[config.mk]
export PLATFORM = sky130hd
export DESIGN_NAME = multi_debounce
export DESIGN_NICKNAME = d
export VERILOG_FILES = /design/src/rtl/multi_debounce.sv
export SDC_FILE = /design/constraint.sdc
export NUM_CORES = 1
export LEC_CHECK = 0
export ABC_AREA = 1
export CAP_MARGIN = 10
export CORE_MARGIN = 8
export CORE_UTILIZATION = 57
export DETAILED_ROUTE_END_ITERATION = 10
export GPL_TIMING_DRIVEN = 0
export HOLD_SLACK_MARGIN = 0.1
export PLACE_DENSITY = 0.74
export SYNTH_ARGS = -nofsm -noshare
export SYNTH_HDL_FRONTEND = slang
export SYNTH_SLANG_ARGS = --single-unit
[constraint.sdc]
create_clock -name CLOCK_50 -period 3.6 [get_ports CLOCK_50]
set_input_delay 0.36 -clock CLOCK_50 [delete_from_list [all_inputs] [get_ports CLOCK_50]]
set_output_delay 0.36 -clock CLOCK_50 [all_outputs]
set_load 0.005 [all_outputs]
[src/rtl/multi_debounce.sv]
`default_nettype none
// ============================================================================
// multi_debounce : per-channel synchroniser, counter debouncer, edge pulses
//                  and hold-to-repeat generator
// Revision       : 1.0
// ============================================================================
module multi_debounce #(
  parameter int CHANNELS        = 4,
  parameter int DEBOUNCE_CYCLES = 3000,
  parameter int ACTIVE_LOW      = 1,
  parameter int REPEAT_EN       = 1,
  parameter int REPEAT_DELAY    = 25000000,
  parameter int REPEAT_RATE     = 5000000
) (
  input  logic                CLOCK_50,
  input  logic                Reset_n,
  input  logic [CHANNELS-1:0] Button,
  output logic [CHANNELS-1:0] ButtonState,
  output logic [CHANNELS-1:0] Pressed,
  output logic [CHANNELS-1:0] Released,
  output logic [CHANNELS-1:0] Repeat,
  output logic                AnyPressed
);

  localparam logic        c_POL        = (ACTIVE_LOW != 0);
  localparam logic [15:0] c_DB_TERM    = 16'(DEBOUNCE_CYCLES - 1);
  localparam logic [25:0] c_DELAY_TERM = 26'(REPEAT_DELAY - 1);
  localparam logic [25:0] c_RATE_TERM  = 26'(REPEAT_RATE - 1);

  localparam logic [1:0] c_ST_IDLE      = 2'd0;
  localparam logic [1:0] c_ST_HOLD_WAIT = 2'd1;
  localparam logic [1:0] c_ST_REPEATING = 2'd2;

  logic [CHANNELS-1:0] r_sync1;
  logic [CHANNELS-1:0] r_sync2;

  // Synchronisers reset to the raw unpressed level so no false edge follows reset.
  always_ff @(posedge CLOCK_50 or negedge Reset_n) begin
    if (!Reset_n) begin
      r_sync1 <= {CHANNELS{c_POL}};
      r_sync2 <= {CHANNELS{c_POL}};
    end else begin
      r_sync1 <= Button;
      r_sync2 <= r_sync1;
    end
  end

  always_ff @(posedge CLOCK_50 or negedge Reset_n) begin
    if (!Reset_n) begin
      AnyPressed <= 1'b0;
    end else begin
      AnyPressed <= |ButtonState;
    end
  end

  for (genvar gi = 0; gi < CHANNELS; gi++) begin : g_chan
    logic        w_level;
    logic        w_differ;
    logic        w_accept;
    logic        w_press;
    logic        w_release;
    logic [15:0] r_dbCnt;
    logic        r_state;
    logic        r_pressed;
    logic        r_released;

    assign w_level   = r_sync2[gi] ^ c_POL;
    assign w_differ  = (w_level != r_state);
    assign w_accept  = w_differ && (r_dbCnt == c_DB_TERM);
    assign w_press   = w_accept && !r_state;
    assign w_release = w_accept && r_state;

    always_ff @(posedge CLOCK_50 or negedge Reset_n) begin
      if (!Reset_n) begin
        r_dbCnt    <= 16'd0;
        r_state    <= 1'b0;
        r_pressed  <= 1'b0;
        r_released <= 1'b0;
      end else begin
        r_pressed  <= w_press;
        r_released <= w_release;
        if (!w_differ || w_accept) begin
          r_dbCnt <= 16'd0;
        end else begin
          r_dbCnt <= r_dbCnt + 16'd1;
        end
        if (w_accept) begin
          r_state <= !r_state;
        end
      end
    end

    assign ButtonState[gi] = r_state;
    assign Pressed[gi]     = r_pressed;
    assign Released[gi]    = r_released;

    if (REPEAT_EN != 0) begin : g_repeat
      logic [1:0]  r_fsm;
      logic [1:0]  w_fsmNext;
      logic [25:0] r_rptCnt;
      logic [25:0] w_rptCntNext;
      logic        r_repeat;
      logic        w_repeatNext;

      always_ff @(posedge CLOCK_50 or negedge Reset_n) begin
        if (!Reset_n) begin
          r_fsm    <= c_ST_IDLE;
          r_rptCnt <= 26'd0;
          r_repeat <= 1'b0;
        end else begin
          r_fsm    <= w_fsmNext;
          r_rptCnt <= w_rptCntNext;
          r_repeat <= w_repeatNext;
        end
      end

      // Release wins over a coincident terminal count.
      always_comb begin
        w_fsmNext    = r_fsm;
        w_rptCntNext = r_rptCnt + 26'd1;
        case (r_fsm)
          c_ST_IDLE: begin
            w_rptCntNext = 26'd0;
            if (w_press) begin
              w_fsmNext = c_ST_HOLD_WAIT;
            end
          end
          c_ST_HOLD_WAIT: begin
            if (w_release) begin
              w_fsmNext    = c_ST_IDLE;
              w_rptCntNext = 26'd0;
            end else if (r_rptCnt == c_DELAY_TERM) begin
              w_fsmNext    = c_ST_REPEATING;
              w_rptCntNext = 26'd0;
            end
          end
          c_ST_REPEATING: begin
            if (w_release) begin
              w_fsmNext    = c_ST_IDLE;
              w_rptCntNext = 26'd0;
            end else if (r_rptCnt == c_RATE_TERM) begin
              w_rptCntNext = 26'd0;
            end
          end
          default: begin
            w_fsmNext    = c_ST_IDLE;
            w_rptCntNext = 26'd0;
          end
        endcase
      end

      always_comb begin
        w_repeatNext = 1'b0;
        if (!w_release) begin
          if (r_fsm == c_ST_HOLD_WAIT && r_rptCnt == c_DELAY_TERM) begin
            w_repeatNext = 1'b1;
          end else if (r_fsm == c_ST_REPEATING && r_rptCnt == c_RATE_TERM) begin
            w_repeatNext = 1'b1;
          end
        end
      end

      assign Repeat[gi] = r_repeat;
    end else begin : g_noRepeat
      assign Repeat[gi] = 1'b0;
    end
  end

endmodule
`default_nettype wire
==> metrics.txt <==
Multi-input gate area=4970 sq um; crit path DAT=1630 ps; vias in the first global route=8258; CP endpoint kind=output pin; first-pass GRT wire length=37700 um; # setup viols final=0; commonest non-fill, non-tap cells in the layout=nor2_1, nand2_1, dfrtp_1, inv_1, nand3_1; number of I/O pins=23; CTS Sinks=201; antenna cells=0; Req. time, crit path=3240 ps; overall via count from detail_route=8495; Max IR drop VDD=0.363 mV; R2R depth=9; Seq. cell area=5040 sq um; min-delay src=Button[1]; period utilization=55.2%; crit path kind=flop to output pin; FF-to-FF Start=g_chan[0].g_repeat.r_rptCnt[0]; reg2reg end=g_chan[0].g_repeat.r_rptCnt[3]; row cnt=50; Congestion Overflow GR=0; Startpoint Class=flop; hold slack=259 ps; outcome=finished clean; final net count=1445; flop-to-flop setup slack=1640 ps; Clock transition at path regs=60 ps; Synth Instances=1371; WHS Path Cells=1; Fmax achieved=503 MHz; top cell type's share of synthesized area=44.2%; routability cong.=0.912; DRC=0; Post-Syn Nets=1397; fill count=1566; PostCTS Resize Cnt=0; Die H=154 um; Tot Pwr=0.00499 W; Hold EP=r_sync1[1]; Post-CTS Setup Bufs=0; area growth from synthesis to layout=12.9%; synthesized area per cell=7.96 sq um; drt wl/cell=12.9 um; ranking of synthesized cells by area=dfrtp_1, nor2_1, nand2_1; worst hold path type=input port to flop; fin util=65.7%; DRT Wirelength=21500 um; crit-path max FO=5; commonest non-fill, non-tap cell in the layout=nor2_1; yosys synthesis warning count=0; largest net degree at the start of global routing=116; GRT Overall Usage=18.4%; Max-slew headroom=43.6%; post-route antenna net violation count=0; H-Tree Depth=1; Mapped Area=10900 sq um; I/O Buffers=22; Worst-Margin Slew=846 ps; leakage power=5.53 nW; dpl ws=1690 ps; RSZ-0062 raised after global routing=false; post-route setup slack=1610 ps; post-synthesis cell type count=41; via/cell ratio=5.09; Yosys reg bits=201; Core Area=18800 sq um; CTS tree=built; drt initial violations=560; antenna violations before repair=0; Fin. Hold Viols=0; sequential share of the synthesized area=46.2%; PwrDens=405 nW/um^2; die area=23800 sq um; Final Max Tran Viols=0; minimum clock period=1990 ps; Worst-Skew Late Latency=510 ps; die span in x=154 um; post-DP HPWL=15100 um; Clock Path Buffers=3; area leader, netlist=dfrtp_1; share of layout cells above drive strength 1=10.7%; Initial Util=58.2%; root buffer cell=clkbuf_16; Clock Skew=18.3 ps; DR pass1 iterations=5; number of max-cap violations=0; CTS Buf Count=22
[power breakdown]
group | internal (W) | total, W | switching, W | leakage (nW)
sequential | 0.00228 | 0.00229 | 0.0000113 | 2.77
clock | 0.00169 | 0.00260 | 0.000913 | 0.421
combinational | 0.0000230 | 0.0000923 | 0.0000693 | 2.34
total | 0.00399 | 0.00499 | 0.000994 | 5.53
[per-stage QoR]
| step | instances | setup TNS (ps) | cell area, sq um |
|---|---|---|---|
| global route | 1668 | 0 | 12300 |
| floorplan | 1371 | 0 | 10900 |
| detailed placement | 1628 | 0 | 11500 |
| CTS | 1668 | 0 | 12300 |
| global placement | 1627 | -1216000 | 11400 |
| finish | 1668 | 0 | 12300 |
[logic make-up after synthesis]
group,share of synthesized area [%]
multiplexers,0.367
buffers and inverters,8.29
XOR/XNOR,7.78
AO/OA/AOI/OAI,3.62
flip-flops,46.2
AND/OR/NAND/NOR,31.5
adder cells (fa/ha/maj),2.29
[flip-flops by register name, indices dropped and copies added (netlist names)]
| signal | count |
|---|---|
| g_chan.g_repeat.r_rptCnt | 104 |
| g_chan.r_dbCnt | 64 |
| g_chan.g_repeat.r_fsm | 8 |
| g_chan.g_repeat.r_repeat | 4 |
| g_chan.r_pressed | 4 |
| g_chan.r_released | 4 |
| g_chan.r_state | 4 |
| r_sync1 | 4 |
| r_sync2 | 4 |
| AnyPressed | 1 |
[Yosys cell counts, drive strengths merged]
cell    instances
nand4          32
o22ai           4
mux2i           4
buf            26
nand3b          4
inv           177
a211oi          3
ha             20
a21oi          29
and3            1
nand3          84
o21a            3
nor3           53
dfrtp         193
or2             2
o211a           2
a31o            1
xor2           71
o21ai          25
nor3b           4
o21bai          1
xnor2          26
nand2         277
nor2          318
nor4            1
or4             1
dfstp           8
a21boi          1
[worst max-delay path: stages (launching register included)]
cell and delay [ps]:
dfrtp_1 480, buf_4 150, clkdlybuf4s50_1 500
[cell type report]
type                    instances  area share, %
well taps                     234           2.38
repair buffers                 24           2.13
multi-input cells             967           40.4
flip-flops and latches        201           40.9
clock inverters                10           1.62
inverters                     177           5.39
plain buffers                  26           1.95
clock buffers                  29           5.26
[per-layer routing]
layer | track usage, % | wire length, um | vias up
li1 | - | - | 4379
met1 | 24.9 | 10200 | 3949
met2 | 30.8 | 9990 | 135
met3 | 2.62 | 849 | 32
met4 | 4.48 | 405 | 0
met5 | 0 | 0 | -
[timing repair]
action                     CTS  global route
setup endpoints to repair    0             0
hold endpoints to repair   108             0
hold buffers                 1             0
[worst max path at each step]
stage | start | endpoint | slack [ps] | cells after the start
3_5_place_dp | g_chan[0].g_repeat.r_rptCnt[0] | g_chan[0].g_repeat.r_rptCnt[22] | 1690 | 9
2_1_floorplan | g_chan[0].g_repeat.r_rptCnt[0] | g_chan[0].g_repeat.r_rptCnt[0] | 2010 | 9
3_3_place_gp | Reset_n | g_chan[3].g_repeat.r_rptCnt[5] | -6170 | 1
6_report | g_chan[3].r_state | ButtonState[3] | 1610 | 2
4_1_cts | g_chan[3].r_state | ButtonState[3] | 1580 | 2
5_1_grt | g_chan[1].r_dbCnt[0] | g_chan[1].r_dbCnt[12] | 1470 | 9
No activity file was read; power rests on OpenSTA's default activity.
